===== config.mk =====
export PLATFORM = sky130hd
export DESIGN_NAME = mini_core_lsu_pipe_flat
export DESIGN_NICKNAME = d
export VERILOG_FILES = /design/src/rtl/mini_core_lsu_pipe_pkg.sv /design/src/rtl/mini_core_lsu_pipe_if.sv /design/src/rtl/mini_core_lsu_meta_fifo.sv /design/src/rtl/mini_core_lsu_pipe.sv /design/src/flat_wrapper.sv
export SDC_FILE = /design/constraint.sdc
export NUM_CORES = 1
export LEC_CHECK = 0
export ABC_AREA = 1
export CORE_AREA = 2 2 121 123
export CTS_CLUSTER_DIAMETER = 80
export DETAILED_ROUTE_END_ITERATION = 6
export DIE_AREA = 0 0 123 125
export DONT_BUFFER_PORTS = 1
export GPL_TIMING_DRIVEN = 1
export HOLD_SLACK_MARGIN = 0.02
export PLACE_DENSITY_LB_ADDON = 0.12
export REMOVE_ABC_BUFFERS = 1
export SKIP_CTS_REPAIR_TIMING = 1
export SLEW_MARGIN = 20
export SYNTH_ARGS = -nofsm -noshare
export SYNTH_HDL_FRONTEND = slang
export SYNTH_SLANG_ARGS = --single-unit

===== constraint.sdc =====
create_clock -name clk -period 2.88 [get_ports clk]
set_input_delay 0.144 -clock clk [delete_from_list [all_inputs] [get_ports clk]]
set_output_delay 0.144 -clock clk [all_outputs]
set_load 0.01 [all_outputs]

===== src/rtl/mini_core_lsu_pipe_pkg.sv =====
// Shared types and helpers for the load/store access stage (Q103H -> Q104H).
// Covers access size, queued load metadata, byte-lane alignment and load extension.
package mini_core_lsu_pipe_pkg;

   typedef enum logic [1:0] {
      LSU_BYTE = 2'd0,
      LSU_HALF = 2'd1,
      LSU_WORD = 2'd2
   } t_lsu_size;

   typedef struct packed {
      logic [1:0] offset;
      t_lsu_size  size;
      logic       is_unsigned;
   } t_lsu_meta;

   function automatic logic lsu_misaligned(input t_lsu_size size, input logic [1:0] off);
      logic mis;
      case (size)
         LSU_HALF: mis = off[0];
         LSU_WORD: mis = (off != 2'b00);
         default:  mis = 1'b0;
      endcase
      return mis;
   endfunction

   function automatic logic [3:0] lsu_byte_en(input t_lsu_size size, input logic [1:0] off);
      logic [3:0] be;
      case (size)
         LSU_BYTE: be = 4'b0001 << off;
         LSU_HALF: be = 4'b0011 << off;
         default:  be = 4'b1111;
      endcase
      return be;
   endfunction

   // Raw word is lane-shifted down to bit 0 before extension.
   function automatic logic [31:0] lsu_extend(input logic [31:0] raw, input t_lsu_meta meta);
      logic [31:0] sh;
      logic [31:0] res;
      sh = raw >> {meta.offset, 3'b000};
      case (meta.size)
         LSU_BYTE: res = meta.is_unsigned ? {24'h0, sh[7:0]}  : {{24{sh[7]}}, sh[7:0]};
         LSU_HALF: res = meta.is_unsigned ? {16'h0, sh[15:0]} : {{16{sh[15]}}, sh[15:0]};
         default:  res = raw;
      endcase
      return res;
   endfunction

endpackage


===== src/rtl/mini_core_lsu_pipe_if.sv =====
// Bundle of core-side request, data-memory request/response and Q104H result signals.
// The LSU sits on the slave modport; the core/memory side uses master.
interface mini_core_lsu_pipe_if #(
   parameter int ADDR_W = 32,
   parameter int CNT_W  = 3
) ();
   import mini_core_lsu_pipe_pkg::*;

   logic              req_valid;
   logic              req_rd;
   logic              req_wr;
   t_lsu_size         req_size;
   logic              req_unsigned;
   logic [ADDR_W-1:0] alu_out;
   logic [31:0]       wr_data;
   logic [31:0]       pc_plus4;
   logic              ready_q104h;
   logic              dmem_req_ready;
   logic              dmem_rsp_valid;
   logic [31:0]       dmem_rsp_data;

   logic [31:0]       dmem_wr_data;
   logic [ADDR_W-1:0] dmem_address;
   logic              dmem_wr_en;
   logic              dmem_rd_en;
   logic [3:0]        dmem_byte_en;
   logic              stall;
   logic              misalign;
   logic              load_valid;
   logic [31:0]       load_data;
   logic              rsp_orphan;
   logic [CNT_W-1:0]  outstanding_cnt;
   logic [31:0]       pc_plus4_q104h;
   logic [ADDR_W-1:0] alu_out_q104h;

   modport slave (
      input  req_valid, req_rd, req_wr, req_size, req_unsigned, alu_out, wr_data,
             pc_plus4, ready_q104h, dmem_req_ready, dmem_rsp_valid, dmem_rsp_data,
      output dmem_wr_data, dmem_address, dmem_wr_en, dmem_rd_en, dmem_byte_en,
             stall, misalign, load_valid, load_data, rsp_orphan, outstanding_cnt,
             pc_plus4_q104h, alu_out_q104h
   );

   modport master (
      output req_valid, req_rd, req_wr, req_size, req_unsigned, alu_out, wr_data,
             pc_plus4, ready_q104h, dmem_req_ready, dmem_rsp_valid, dmem_rsp_data,
      input  dmem_wr_data, dmem_address, dmem_wr_en, dmem_rd_en, dmem_byte_en,
             stall, misalign, load_valid, load_data, rsp_orphan, outstanding_cnt,
             pc_plus4_q104h, alu_out_q104h
   );

endinterface


===== src/rtl/mini_core_lsu_meta_fifo.sv =====
// In-order metadata queue for loads accepted by memory but not yet answered.
// Push while full is accepted only when a pop happens in the same cycle.
module mini_core_lsu_meta_fifo
   import mini_core_lsu_pipe_pkg::*;
#(
   parameter int  DEPTH     = 4,
   parameter type T_PAYLOAD = t_lsu_meta
) (
   input  logic                       clk,
   input  logic                       rst,
   input  logic                       push_i,
   input  T_PAYLOAD                   push_data_i,
   input  logic                       pop_i,
   output T_PAYLOAD                   pop_data_o,
   output logic                       full_o,
   output logic                       empty_o,
   output logic [$clog2(DEPTH+1)-1:0] count_o
);
   localparam int PTR_W = (DEPTH > 1) ? $clog2(DEPTH) : 1;
   localparam int CNT_W = $clog2(DEPTH + 1);

   T_PAYLOAD         mem_q [DEPTH];
   logic [PTR_W-1:0] wr_ptr_q, wr_ptr_d;
   logic [PTR_W-1:0] rd_ptr_q, rd_ptr_d;
   logic [CNT_W-1:0] count_q, count_d;
   logic             do_push;
   logic             do_pop;

   function automatic logic [PTR_W-1:0] next_ptr(input logic [PTR_W-1:0] p);
      return (p == PTR_W'(DEPTH - 1)) ? '0 : p + 1'b1;
   endfunction

   assign empty_o    = (count_q == '0);
   assign full_o     = (count_q == CNT_W'(DEPTH));
   assign count_o    = count_q;
   assign pop_data_o = mem_q[rd_ptr_q];

   assign do_pop  = pop_i & ~empty_o;
   assign do_push = push_i & (~full_o | do_pop);

   always_comb begin
      wr_ptr_d = do_push ? next_ptr(wr_ptr_q) : wr_ptr_q;
      rd_ptr_d = do_pop  ? next_ptr(rd_ptr_q) : rd_ptr_q;
      count_d  = count_q;
      case ({do_push, do_pop})
         2'b10:   count_d = count_q + 1'b1;
         2'b01:   count_d = count_q - 1'b1;
         default: count_d = count_q;
      endcase
   end

   always_ff @(posedge clk or posedge rst) begin
      if (rst) begin
         wr_ptr_q <= '0;
         rd_ptr_q <= '0;
         count_q  <= '0;
      end else begin
         wr_ptr_q <= wr_ptr_d;
         rd_ptr_q <= rd_ptr_d;
         count_q  <= count_d;
      end
   end

   // Payload storage needs no reset: entries are only read behind the count.
   always_ff @(posedge clk) begin
      if (do_push) begin
         mem_q[wr_ptr_q] <= push_data_i;
      end
   end

endmodule


===== src/rtl/mini_core_lsu_pipe.sv =====
// Load/store access stage between Q103H and Q104H: aligns requests, tracks in-flight
// loads in order, extends returned data and stalls the core on back-pressure.
module mini_core_lsu_pipe
   import mini_core_lsu_pipe_pkg::*;
#(
   parameter int ADDR_W      = 32,
   parameter int OUTSTANDING = 4,
   parameter bit REG_RSP     = 1'b1
) (
   input  logic                clk,
   input  logic                rst,
   mini_core_lsu_pipe_if.slave lsu_bus
);
   localparam int CNT_W = $clog2(OUTSTANDING + 1);

   logic [1:0]        off;
   logic              op_vld;
   logic              misalign;
   logic              issue;
   logic              accept;
   logic              push;
   logic              pop;
   logic              fifo_full;
   logic              fifo_empty;
   logic [CNT_W-1:0]  fifo_cnt;
   t_lsu_meta         push_meta;
   t_lsu_meta         head_meta;
   logic [31:0]       ext_data;
   logic [31:0]       pc_plus4_q;
   logic [ADDR_W-1:0] alu_out_q;

   assign off      = lsu_bus.alu_out[1:0];
   assign op_vld   = lsu_bus.req_valid & (lsu_bus.req_rd | lsu_bus.req_wr);
   assign misalign = op_vld & lsu_misaligned(lsu_bus.req_size, off);
   assign pop      = lsu_bus.dmem_rsp_valid & ~fifo_empty;

   // A load may reuse the slot freed by a response arriving in the same cycle.
   assign issue  = op_vld & ~misalign & ~(lsu_bus.req_rd & fifo_full & ~pop);
   assign accept = issue & lsu_bus.dmem_req_ready;
   assign push   = accept & lsu_bus.req_rd;

   assign lsu_bus.misalign     = misalign;
   assign lsu_bus.stall        = op_vld & ~misalign & ~accept;
   assign lsu_bus.dmem_rd_en   = issue & lsu_bus.req_rd;
   assign lsu_bus.dmem_wr_en   = issue & lsu_bus.req_wr;
   assign lsu_bus.dmem_address = {lsu_bus.alu_out[ADDR_W-1:2], 2'b00};
   assign lsu_bus.dmem_byte_en = lsu_byte_en(lsu_bus.req_size, off);

   always_comb begin
      lsu_bus.dmem_wr_data = lsu_bus.wr_data;
      case (lsu_bus.req_size)
         LSU_BYTE: lsu_bus.dmem_wr_data = {4{lsu_bus.wr_data[7:0]}};
         LSU_HALF: lsu_bus.dmem_wr_data = {2{lsu_bus.wr_data[15:0]}};
         default:  lsu_bus.dmem_wr_data = lsu_bus.wr_data;
      endcase
   end

   assign push_meta.offset      = off;
   assign push_meta.size        = lsu_bus.req_size;
   assign push_meta.is_unsigned = lsu_bus.req_unsigned;

   mini_core_lsu_meta_fifo #(
      .DEPTH     (OUTSTANDING),
      .T_PAYLOAD (t_lsu_meta)
   ) u_meta_fifo (
      .clk         (clk),
      .rst         (rst),
      .push_i      (push),
      .push_data_i (push_meta),
      .pop_i       (pop),
      .pop_data_o  (head_meta),
      .full_o      (fifo_full),
      .empty_o     (fifo_empty),
      .count_o     (fifo_cnt)
   );

   assign lsu_bus.outstanding_cnt = fifo_cnt;
   assign ext_data                = lsu_extend(lsu_bus.dmem_rsp_data, head_meta);

   generate
      if (REG_RSP) begin : g_reg_rsp
         logic        load_valid_q;
         logic        rsp_orphan_q;
         logic [31:0] load_data_q, load_data_d;

         assign load_data_d = pop ? ext_data : load_data_q;

         always_ff @(posedge clk or posedge rst) begin
            if (rst) begin
               load_valid_q <= 1'b0;
               rsp_orphan_q <= 1'b0;
               load_data_q  <= '0;
            end else begin
               load_valid_q <= pop;
               rsp_orphan_q <= lsu_bus.dmem_rsp_valid & fifo_empty;
               load_data_q  <= load_data_d;
            end
         end

         assign lsu_bus.load_valid = load_valid_q;
         assign lsu_bus.load_data  = load_data_q;
         assign lsu_bus.rsp_orphan = rsp_orphan_q;
      end else begin : g_comb_rsp
         assign lsu_bus.load_valid = pop;
         assign lsu_bus.load_data  = ext_data;
         assign lsu_bus.rsp_orphan = lsu_bus.dmem_rsp_valid & fifo_empty;
      end
   endgenerate

   always_ff @(posedge clk or posedge rst) begin
      if (rst) begin
         pc_plus4_q <= '0;
         alu_out_q  <= '0;
      end else if (lsu_bus.ready_q104h) begin
         pc_plus4_q <= lsu_bus.pc_plus4;
         alu_out_q  <= lsu_bus.alu_out;
      end
   end

   assign lsu_bus.pc_plus4_q104h = pc_plus4_q;
   assign lsu_bus.alu_out_q104h  = alu_out_q;

endmodule


===== src/flat_wrapper.sv =====
// flat-port wrapper written by rule: the top's interface ports become plain ports
module mini_core_lsu_pipe_flat import mini_core_lsu_pipe_pkg::*;
#(
   parameter int ADDR_W      = 32,
   parameter int OUTSTANDING = 4,
   parameter bit REG_RSP     = 1'b1
)
  (clk, rst, lsu_bus_req_valid, lsu_bus_req_rd, lsu_bus_req_wr, lsu_bus_req_size, lsu_bus_req_unsigned, lsu_bus_alu_out, lsu_bus_wr_data, lsu_bus_pc_plus4, lsu_bus_ready_q104h, lsu_bus_dmem_req_ready, lsu_bus_dmem_rsp_valid, lsu_bus_dmem_rsp_data, lsu_bus_dmem_wr_data, lsu_bus_dmem_address, lsu_bus_dmem_wr_en, lsu_bus_dmem_rd_en, lsu_bus_dmem_byte_en, lsu_bus_stall, lsu_bus_misalign, lsu_bus_load_valid, lsu_bus_load_data, lsu_bus_rsp_orphan, lsu_bus_outstanding_cnt, lsu_bus_pc_plus4_q104h, lsu_bus_alu_out_q104h);
  mini_core_lsu_pipe_if #(.ADDR_W(ADDR_W), .CNT_W((3))) lsu_bus_i ();
  input  logic clk;
  input  logic rst;
  input wire logic [$bits(lsu_bus_i.req_valid)-1:0] lsu_bus_req_valid;
  input wire logic [$bits(lsu_bus_i.req_rd)-1:0] lsu_bus_req_rd;
  input wire logic [$bits(lsu_bus_i.req_wr)-1:0] lsu_bus_req_wr;
  input wire logic [$bits(lsu_bus_i.req_size)-1:0] lsu_bus_req_size;
  input wire logic [$bits(lsu_bus_i.req_unsigned)-1:0] lsu_bus_req_unsigned;
  input wire logic [$bits(lsu_bus_i.alu_out)-1:0] lsu_bus_alu_out;
  input wire logic [$bits(lsu_bus_i.wr_data)-1:0] lsu_bus_wr_data;
  input wire logic [$bits(lsu_bus_i.pc_plus4)-1:0] lsu_bus_pc_plus4;
  input wire logic [$bits(lsu_bus_i.ready_q104h)-1:0] lsu_bus_ready_q104h;
  input wire logic [$bits(lsu_bus_i.dmem_req_ready)-1:0] lsu_bus_dmem_req_ready;
  input wire logic [$bits(lsu_bus_i.dmem_rsp_valid)-1:0] lsu_bus_dmem_rsp_valid;
  input wire logic [$bits(lsu_bus_i.dmem_rsp_data)-1:0] lsu_bus_dmem_rsp_data;
  output wire logic [$bits(lsu_bus_i.dmem_wr_data)-1:0] lsu_bus_dmem_wr_data;
  output wire logic [$bits(lsu_bus_i.dmem_address)-1:0] lsu_bus_dmem_address;
  output wire logic [$bits(lsu_bus_i.dmem_wr_en)-1:0] lsu_bus_dmem_wr_en;
  output wire logic [$bits(lsu_bus_i.dmem_rd_en)-1:0] lsu_bus_dmem_rd_en;
  output wire logic [$bits(lsu_bus_i.dmem_byte_en)-1:0] lsu_bus_dmem_byte_en;
  output wire logic [$bits(lsu_bus_i.stall)-1:0] lsu_bus_stall;
  output wire logic [$bits(lsu_bus_i.misalign)-1:0] lsu_bus_misalign;
  output wire logic [$bits(lsu_bus_i.load_valid)-1:0] lsu_bus_load_valid;
  output wire logic [$bits(lsu_bus_i.load_data)-1:0] lsu_bus_load_data;
  output wire logic [$bits(lsu_bus_i.rsp_orphan)-1:0] lsu_bus_rsp_orphan;
  output wire logic [$bits(lsu_bus_i.outstanding_cnt)-1:0] lsu_bus_outstanding_cnt;
  output wire logic [$bits(lsu_bus_i.pc_plus4_q104h)-1:0] lsu_bus_pc_plus4_q104h;
  output wire logic [$bits(lsu_bus_i.alu_out_q104h)-1:0] lsu_bus_alu_out_q104h;
  assign lsu_bus_i.req_valid = lsu_bus_req_valid;
  assign lsu_bus_i.req_rd = lsu_bus_req_rd;
  assign lsu_bus_i.req_wr = lsu_bus_req_wr;
  assign lsu_bus_i.req_size = lsu_bus_req_size;
  assign lsu_bus_i.req_unsigned = lsu_bus_req_unsigned;
  assign lsu_bus_i.alu_out = lsu_bus_alu_out;
  assign lsu_bus_i.wr_data = lsu_bus_wr_data;
  assign lsu_bus_i.pc_plus4 = lsu_bus_pc_plus4;
  assign lsu_bus_i.ready_q104h = lsu_bus_ready_q104h;
  assign lsu_bus_i.dmem_req_ready = lsu_bus_dmem_req_ready;
  assign lsu_bus_i.dmem_rsp_valid = lsu_bus_dmem_rsp_valid;
  assign lsu_bus_i.dmem_rsp_data = lsu_bus_dmem_rsp_data;
  assign lsu_bus_dmem_wr_data = lsu_bus_i.dmem_wr_data;
  assign lsu_bus_dmem_address = lsu_bus_i.dmem_address;
  assign lsu_bus_dmem_wr_en = lsu_bus_i.dmem_wr_en;
  assign lsu_bus_dmem_rd_en = lsu_bus_i.dmem_rd_en;
  assign lsu_bus_dmem_byte_en = lsu_bus_i.dmem_byte_en;
  assign lsu_bus_stall = lsu_bus_i.stall;
  assign lsu_bus_misalign = lsu_bus_i.misalign;
  assign lsu_bus_load_valid = lsu_bus_i.load_valid;
  assign lsu_bus_load_data = lsu_bus_i.load_data;
  assign lsu_bus_rsp_orphan = lsu_bus_i.rsp_orphan;
  assign lsu_bus_outstanding_cnt = lsu_bus_i.outstanding_cnt;
  assign lsu_bus_pc_plus4_q104h = lsu_bus_i.pc_plus4_q104h;
  assign lsu_bus_alu_out_q104h = lsu_bus_i.alu_out_q104h;
  mini_core_lsu_pipe #(.ADDR_W(ADDR_W), .OUTSTANDING(OUTSTANDING), .REG_RSP(REG_RSP)) u_core (.clk(clk), .rst(rst), .lsu_bus(lsu_bus_i));
endmodule

==> report_table.html <==
<table>
<tr><th>Metric</th><th>Value</th></tr>
<tr><th colspan="2">Power</th></tr>
<tr><td>Total internal power</td><td>4.345 mW</td></tr>
<tr><td>Clk pwr share</td><td>0.292</td></tr>
<tr><td>Sequential share of power</td><td>0.379</td></tr>
<tr><td>Power after layout</td><td>7.105 mW</td></tr>
<tr><td>Max VDD drop</td><td>0.4194 mV</td></tr>
<tr><td>Static leakage</td><td>3.844 nW</td></tr>
<tr><td>Switching share of total power</td><td>0.3884</td></tr>
<tr><td>Share of power burned in combinational logic</td><td>0.329</td></tr>
<tr><td>Net Sw Power</td><td>2.760 mW</td></tr>
<tr><td>P per Cell Area</td><td>893.8 mW/mm^2</td></tr>
<tr><th colspan="2">Route</th></tr>
<tr><td>DRT Pass-1 Iters</td><td>5</td></tr>
<tr><td>Count of routing violations after the opening detailed-route iteration</td><td>291</td></tr>
<tr><td>Number of vias per cell after detailed routing</td><td>5.089</td></tr>
<tr><td>Vias post-DR</td><td>5099</td></tr>
<tr><td>Remaining antenna violation count after routing</td><td>0</td></tr>
<tr><td>Wire length reported by the detailed router</td><td>17780 um</td></tr>
<tr><td>DRC Markers</td><td>0</td></tr>
<tr><td>Routed len/inst</td><td>17.74 um</td></tr>
<tr><th colspan="2">Logic synthesis</th></tr>
<tr><td>Yosys cell types</td><td>29</td></tr>
<tr><td>Synthesized-area fraction occupied by and/or/nand/nor cells</td><td>0.2102</td></tr>
<tr><td>Dominant combinational cell family by area after synthesis</td><td>simple AND/OR/NAND/NOR gates</td></tr>
<tr><td>Syn avg cell area</td><td>8.775 um^2</td></tr>
<tr><td>Library cell with the largest summed area after synthesis</td><td>sky130_fd_sc_hd__dfrtp_1</td></tr>
<tr><td>Xor/xnor share of the synthesized area</td><td>0.002599</td></tr>
<tr><td>Mapped Cells</td><td>768</td></tr>
<tr><td>Fraction of the mapped netlist area in compound gates</td><td>0.05421</td></tr>
<tr><td>Portion of netlist area occupied by mux cells</td><td>0.1036</td></tr>
<tr><td>Post-synthesis share of cell area spent on full adders, half adders and majority gates</td><td>0.01968</td></tr>
<tr><td>Commonest register cell after synthesis</td><td>sky130_fd_sc_hd__dfrtp_1</td></tr>
<tr><td>Main area contributors after synthesis</td><td>sky130_fd_sc_hd__dfrtp_1 39%, sky130_fd_sc_hd__nand2_1 12%, sky130_fd_sc_hd__mux2_2 10%</td></tr>
<tr><td>Proportion of synthesized chip area in sequential cells</td><td>0.4790</td></tr>
<tr><td>Dominant cell by count in the synthesized netlist</td><td>sky130_fd_sc_hd__nand2_1</td></tr>
<tr><td>Synth Warn #</td><td>0</td></tr>
<tr><td>Fraction of synthesis flops using an asynchronous set or reset pin</td><td>0.8400</td></tr>
<tr><td>List of most frequent post-synthesis cells</td><td>216 x sky130_fd_sc_hd__nand2_1, 105 x sky130_fd_sc_hd__dfrtp_1, 102 x sky130_fd_sc_hd__inv_1, 62 x sky130_fd_sc_hd__mux2_2, 45 x sky130_fd_sc_hd__buf_4</td></tr>
<tr><td>Count of flip-flops with a built-in enable after synthesis</td><td>20</td></tr>
<tr><td>Post-Synthesis Cell Area</td><td>0.006739 mm^2</td></tr>
<tr><td>Number of flip-flops and latches in the synthesized netlist</td><td>125</td></tr>
<tr><td>Share of the synthesized area in the top cell type</td><td>0.3899</td></tr>
<tr><th colspan="2">CTS</th></tr>
<tr><td>Worst-case clock buffer depth</td><td>2</td></tr>
<tr><td>Clock tree from TritonCTS</td><td>built</td></tr>
<tr><td>Later-pin clock latency in the skew report</td><td>0.41 ns</td></tr>
<tr><td>CTS H-tree depth</td><td>4</td></tr>
<tr><td>Post-CTS clock slew at the launch and capture registers of the worst setup and hold paths</td><td>0.06 ns</td></tr>
<tr><td>Cell chosen for the clock root</td><td>sky130_fd_sc_hd__clkbuf_16</td></tr>
<tr><td>Number of clock buffers inserted by TritonCTS</td><td>17</td></tr>
<tr><td>CTS sink cnt</td><td>125</td></tr>
<tr><th colspan="2">Global routing</th></tr>
<tr><td>GRT Overall Usage</td><td>0.2106</td></tr>
<tr><td>Total overflow reported by the global router</td><td>0</td></tr>
<tr><td>Largest net degree at the start of global routing</td><td>67</td></tr>
<tr><td>Global-route wire length before repair</td><td>24830 um</td></tr>
<tr><td>Initial antenna violation count</td><td>0</td></tr>
<tr><td>Via count of the first global-routing pass</td><td>4691</td></tr>
<tr><th colspan="2">Die</th></tr>
<tr><td>IO Count</td><td>312</td></tr>
<tr><td>Core area</td><td>0.01420 mm^2</td></tr>
<tr><td>Starting Density</td><td>0.4745</td></tr>
<tr><td>Placement Rows</td><td>44</td></tr>
<tr><td>Overall die width</td><td>123 um</td></tr>
<tr><td>Vertical die dimension</td><td>125 um</td></tr>
<tr><td>Floorplan die area</td><td>0.01538 mm^2</td></tr>
<tr><th colspan="2">Critical path</th></tr>
<tr><td>FF-to-FF End</td><td>u_core.lsu_bus.load_data[4]</td></tr>
<tr><td>Number of buffers and inverters on the critical path</td><td>3</td></tr>
<tr><td>Crit-path slowest cell</td><td>sky130_fd_sc_hd__dfrtp_1</td></tr>
<tr><td>Worst setup slack for register-to-register paths</td><td>0.25 ns</td></tr>
<tr><td>Beginning of the worst register-to-register path</td><td>u_core.u_meta_fifo.rd_ptr_q[0]</td></tr>
<tr><td>Crit-path most repeated cell</td><td>sky130_fd_sc_hd__nand2_1</td></tr>
<tr><td>Cells on worst reg2reg path</td><td>10</td></tr>
<tr><td>Largest fanout on the critical path</td><td>15</td></tr>
<tr><td>Crit path max-delay family</td><td>buffers and inverters</td></tr>
<tr><td>Endpoint kind of the worst setup timing path</td><td>flip-flop</td></tr>
<tr><td>Worst Path Class, Setup</td><td>flip-flop to flip-flop</td></tr>
<tr><td>Crit path cell chain</td><td>inv_2 &gt; nand2_1 &gt; nand3_2 &gt; nand2_1 &gt; inv_2 &gt; o21ai_1 &gt; a21oi_1 &gt; nand2_1 &gt; dlygate4sd3_1 &gt; nand2_1</td></tr>
<tr><td>Largest stage delay on the critical path</td><td>0.59 ns</td></tr>
<tr><td>Critical Path Source Type</td><td>flip-flop</td></tr>
<tr><td>Data required time at the worst endpoint</td><td>3.19 ns</td></tr>
<tr><td>Endpoint arrival time on the critical path</td><td>2.93 ns</td></tr>
<tr><th colspan="2">Status</th></tr>
<tr><td>Outcome</td><td>finished clean</td></tr>
<tr><th colspan="2">Worst hold path</th></tr>
<tr><td>Type of the worst min-delay path</td><td>input pin to flip-flop</td></tr>
<tr><td>Hold Path Cell Cnt</td><td>5</td></tr>
<tr><td>Worst Hold End</td><td>u_core.lsu_bus.load_data[9]</td></tr>
<tr><td>Critical hold path startpoint</td><td>lsu_bus_dmem_rsp_data[9]</td></tr>
<tr><th colspan="2">STA</th></tr>
<tr><td>Worst slew margin relative to its limit</td><td>0.4750</td></tr>
<tr><td>Min Tclk post-route</td><td>2.628 ns</td></tr>
<tr><td>Ratio of final minimum period to clock period</td><td>0.9125</td></tr>
<tr><td>Setup repair after global routing missed its margin</td><td>false</td></tr>
<tr><td>Worst Tran Pin Value</td><td>0.7875 ns</td></tr>
<tr><td>Final number of setup-violating endpoints</td><td>0</td></tr>
<tr><td>Final slew viol count</td><td>0</td></tr>
<tr><td>Hold Fails Final Rpt</td><td>0</td></tr>
<tr><td>Post-Route Skew</td><td>0.01167 ns</td></tr>
<tr><td>Peak clock frequency supported by timing</td><td>0.3805 GHz</td></tr>
<tr><th colspan="2">Placed design</th></tr>
<tr><td>Port Buffers</td><td>0</td></tr>
<tr><td>Cell Area, Placed</td><td>0.006571 mm^2</td></tr>
<tr><td>Post-detail-place hpwl</td><td>11850 um</td></tr>
<tr><td>Final weighted congestion in routability-driven placement</td><td>0.8453</td></tr>
<tr><th colspan="2">Final layout</th></tr>
<tr><td>Flip-flop and latch area</td><td>0.003228 mm^2</td></tr>
<tr><td>Area of all placed cells without fillers</td><td>0.007949 mm^2</td></tr>
<tr><td>Layout cells sized above 1</td><td>0.1736</td></tr>
<tr><td>Layout Area Growth over Synthesis</td><td>17.95%</td></tr>
<tr><td>Area of the multi-input gates</td><td>0.002638 mm^2</td></tr>
<tr><td>Number of inserted diodes</td><td>0</td></tr>
<tr><td>Post-layout nets</td><td>954</td></tr>
<tr><td>Number of filler cells placed in the layout</td><td>1247</td></tr>
<tr><th colspan="2">Job</th></tr>
<tr><td>Max-cap check violation count</td><td>0</td></tr>
</table>
flip-flops by register name (all words and copies together) (netlist names):
register / flops
u_core.lsu_bus.alu_out_q104h: 32
u_core.lsu_bus.pc_plus4_q104h: 32
u_core.u_meta_fifo.wr_ptr_q: 2
u_core.u_meta_fifo.rd_ptr_q: 2
u_core.lsu_bus.load_data: 32
u_core.lsu_bus.load_valid: 1
u_core.lsu_bus.rsp_orphan: 1
u_core.u_meta_fifo.mem_q: 20
u_core.u_meta_fifo.count_o: 3
tightest hold or removal path, cell delays in order:
cell                       delay [ns]
sky130_fd_sc_hd__nand2_1         0.03
sky130_fd_sc_hd__nand2_1         0.04
sky130_fd_sc_hd__nand3b_1        0.09
sky130_fd_sc_hd__nand2_1         0.04
sky130_fd_sc_hd__inv_1           0.04
power by group through the flow:
stage / sequential (mW) / clock [mW] / combinational [mW]
detailed placement: 2.73 / 0 / 2.23
CTS: 2.70 / 2.11 / 2.24
finish: 2.69 / 2.08 / 2.34
floorplan: 2.60 / 0 / 1.72
global route: 2.75 / 2.20 / 2.71
global placement: 2.72 / 0 / 2.17
through the flow:
| step | std cells | hold slack [ns] | TNS, ns | worst slack (ns) | utilization |
|---|---|---|---|---|---|
| 6_report | 1002 | 0.004832 | 0 | 0.2521 | 0.5596 |
| 5_1_grt | 1002 | 0.03556 | 0 | 0.04500 | 0.5596 |
| 4_1_cts | 924 | -0.2255 | 0 | 0.3391 | 0.5034 |
| 3_5_place_dp | 892 | 0.2243 | 0 | 0.3628 | 0.4627 |
| 3_3_place_gp | 892 | 0.2115 | 0 | 0.4233 | 0.4627 |
| 2_1_floorplan | 698 | 0.2287 | -2.986 | -0.2497 | - |
cells in the final DEF (no fill, tap or decap), types with 4 or more instances in the layout:
cell,n
sky130_fd_sc_hd__a21oi_1,18
sky130_fd_sc_hd__buf_4,10
sky130_fd_sc_hd__clkbuf_16,18
sky130_fd_sc_hd__clkinv_4,4
sky130_fd_sc_hd__dfrtp_1,105
sky130_fd_sc_hd__dlygate4sd3_1,77
sky130_fd_sc_hd__edfxtp_1,20
sky130_fd_sc_hd__ha_1,9
sky130_fd_sc_hd__inv_1,101
sky130_fd_sc_hd__inv_2,4
sky130_fd_sc_hd__mux2_2,62
sky130_fd_sc_hd__nand2_1,216
sky130_fd_sc_hd__nand3_1,41
sky130_fd_sc_hd__nand3_2,5
sky130_fd_sc_hd__nand3b_1,8
sky130_fd_sc_hd__nor2_1,23
sky130_fd_sc_hd__o211ai_1,4
sky130_fd_sc_hd__o21ai_0,37
sky130_fd_sc_hd__o21ai_1,4
sky130_fd_sc_hd__or2_2,24
per-layer routing:
| layer | track usage | vias to the layer above | wire length [um] |
|---|---|---|---|
| met5 | 0 | - | 0 |
| met4 | 0.07754 | 0 | 223 |
| met3 | 0.07436 | 17 | 1515 |
| li1 | - | 2456 | - |
| met2 | 0.3494 | 205 | 9138 |
| met1 | 0.2506 | 2421 | 6900 |
cell families (layout without fill, tap and decap cells):
kind of cell,count (synthesis),count (layout)
simple gates,322,322
xor+xnor,2,2
flops,125,125
other cells,1,2
mux,62,62
buf+inv,177,226
compound gates,69,69
fa+ha+maj,10,10
layout make-up:
cell class / instances / share of cell area
sequential: 125 / 0.4061
multi-input combinational: 467 / 0.3318
timing repair buffer: 88 / 0.1099
clock buffer: 22 / 0.05981
inverter: 106 / 0.05037
tap: 184 / 0.02896
clock inverter: 10 / 0.01306
worst max path at each step:
stage / startpoint / to / slack, ns / cells after the start
5_1_grt: u_core.u_meta_fifo.rd_ptr_q[0] / u_core.lsu_bus.load_data[4] / 0.05 / 10
3_3_place_gp: u_core.u_meta_fifo.count_o[2] / u_core.u_meta_fifo.count_o[2] / 0.42 / 13
3_5_place_dp: u_core.u_meta_fifo.count_o[0] / u_core.u_meta_fifo.count_o[2] / 0.36 / 13
4_1_cts: u_core.u_meta_fifo.count_o[0] / u_core.u_meta_fifo.count_o[2] / 0.34 / 13
6_report: u_core.u_meta_fifo.rd_ptr_q[0] / u_core.lsu_bus.load_data[4] / 0.25 / 10
2_1_floorplan: u_core.u_meta_fifo.count_o[0] / u_core.u_meta_fifo.count_o[2] / -0.25 / 13
Power figures use the tool's default switching activity.
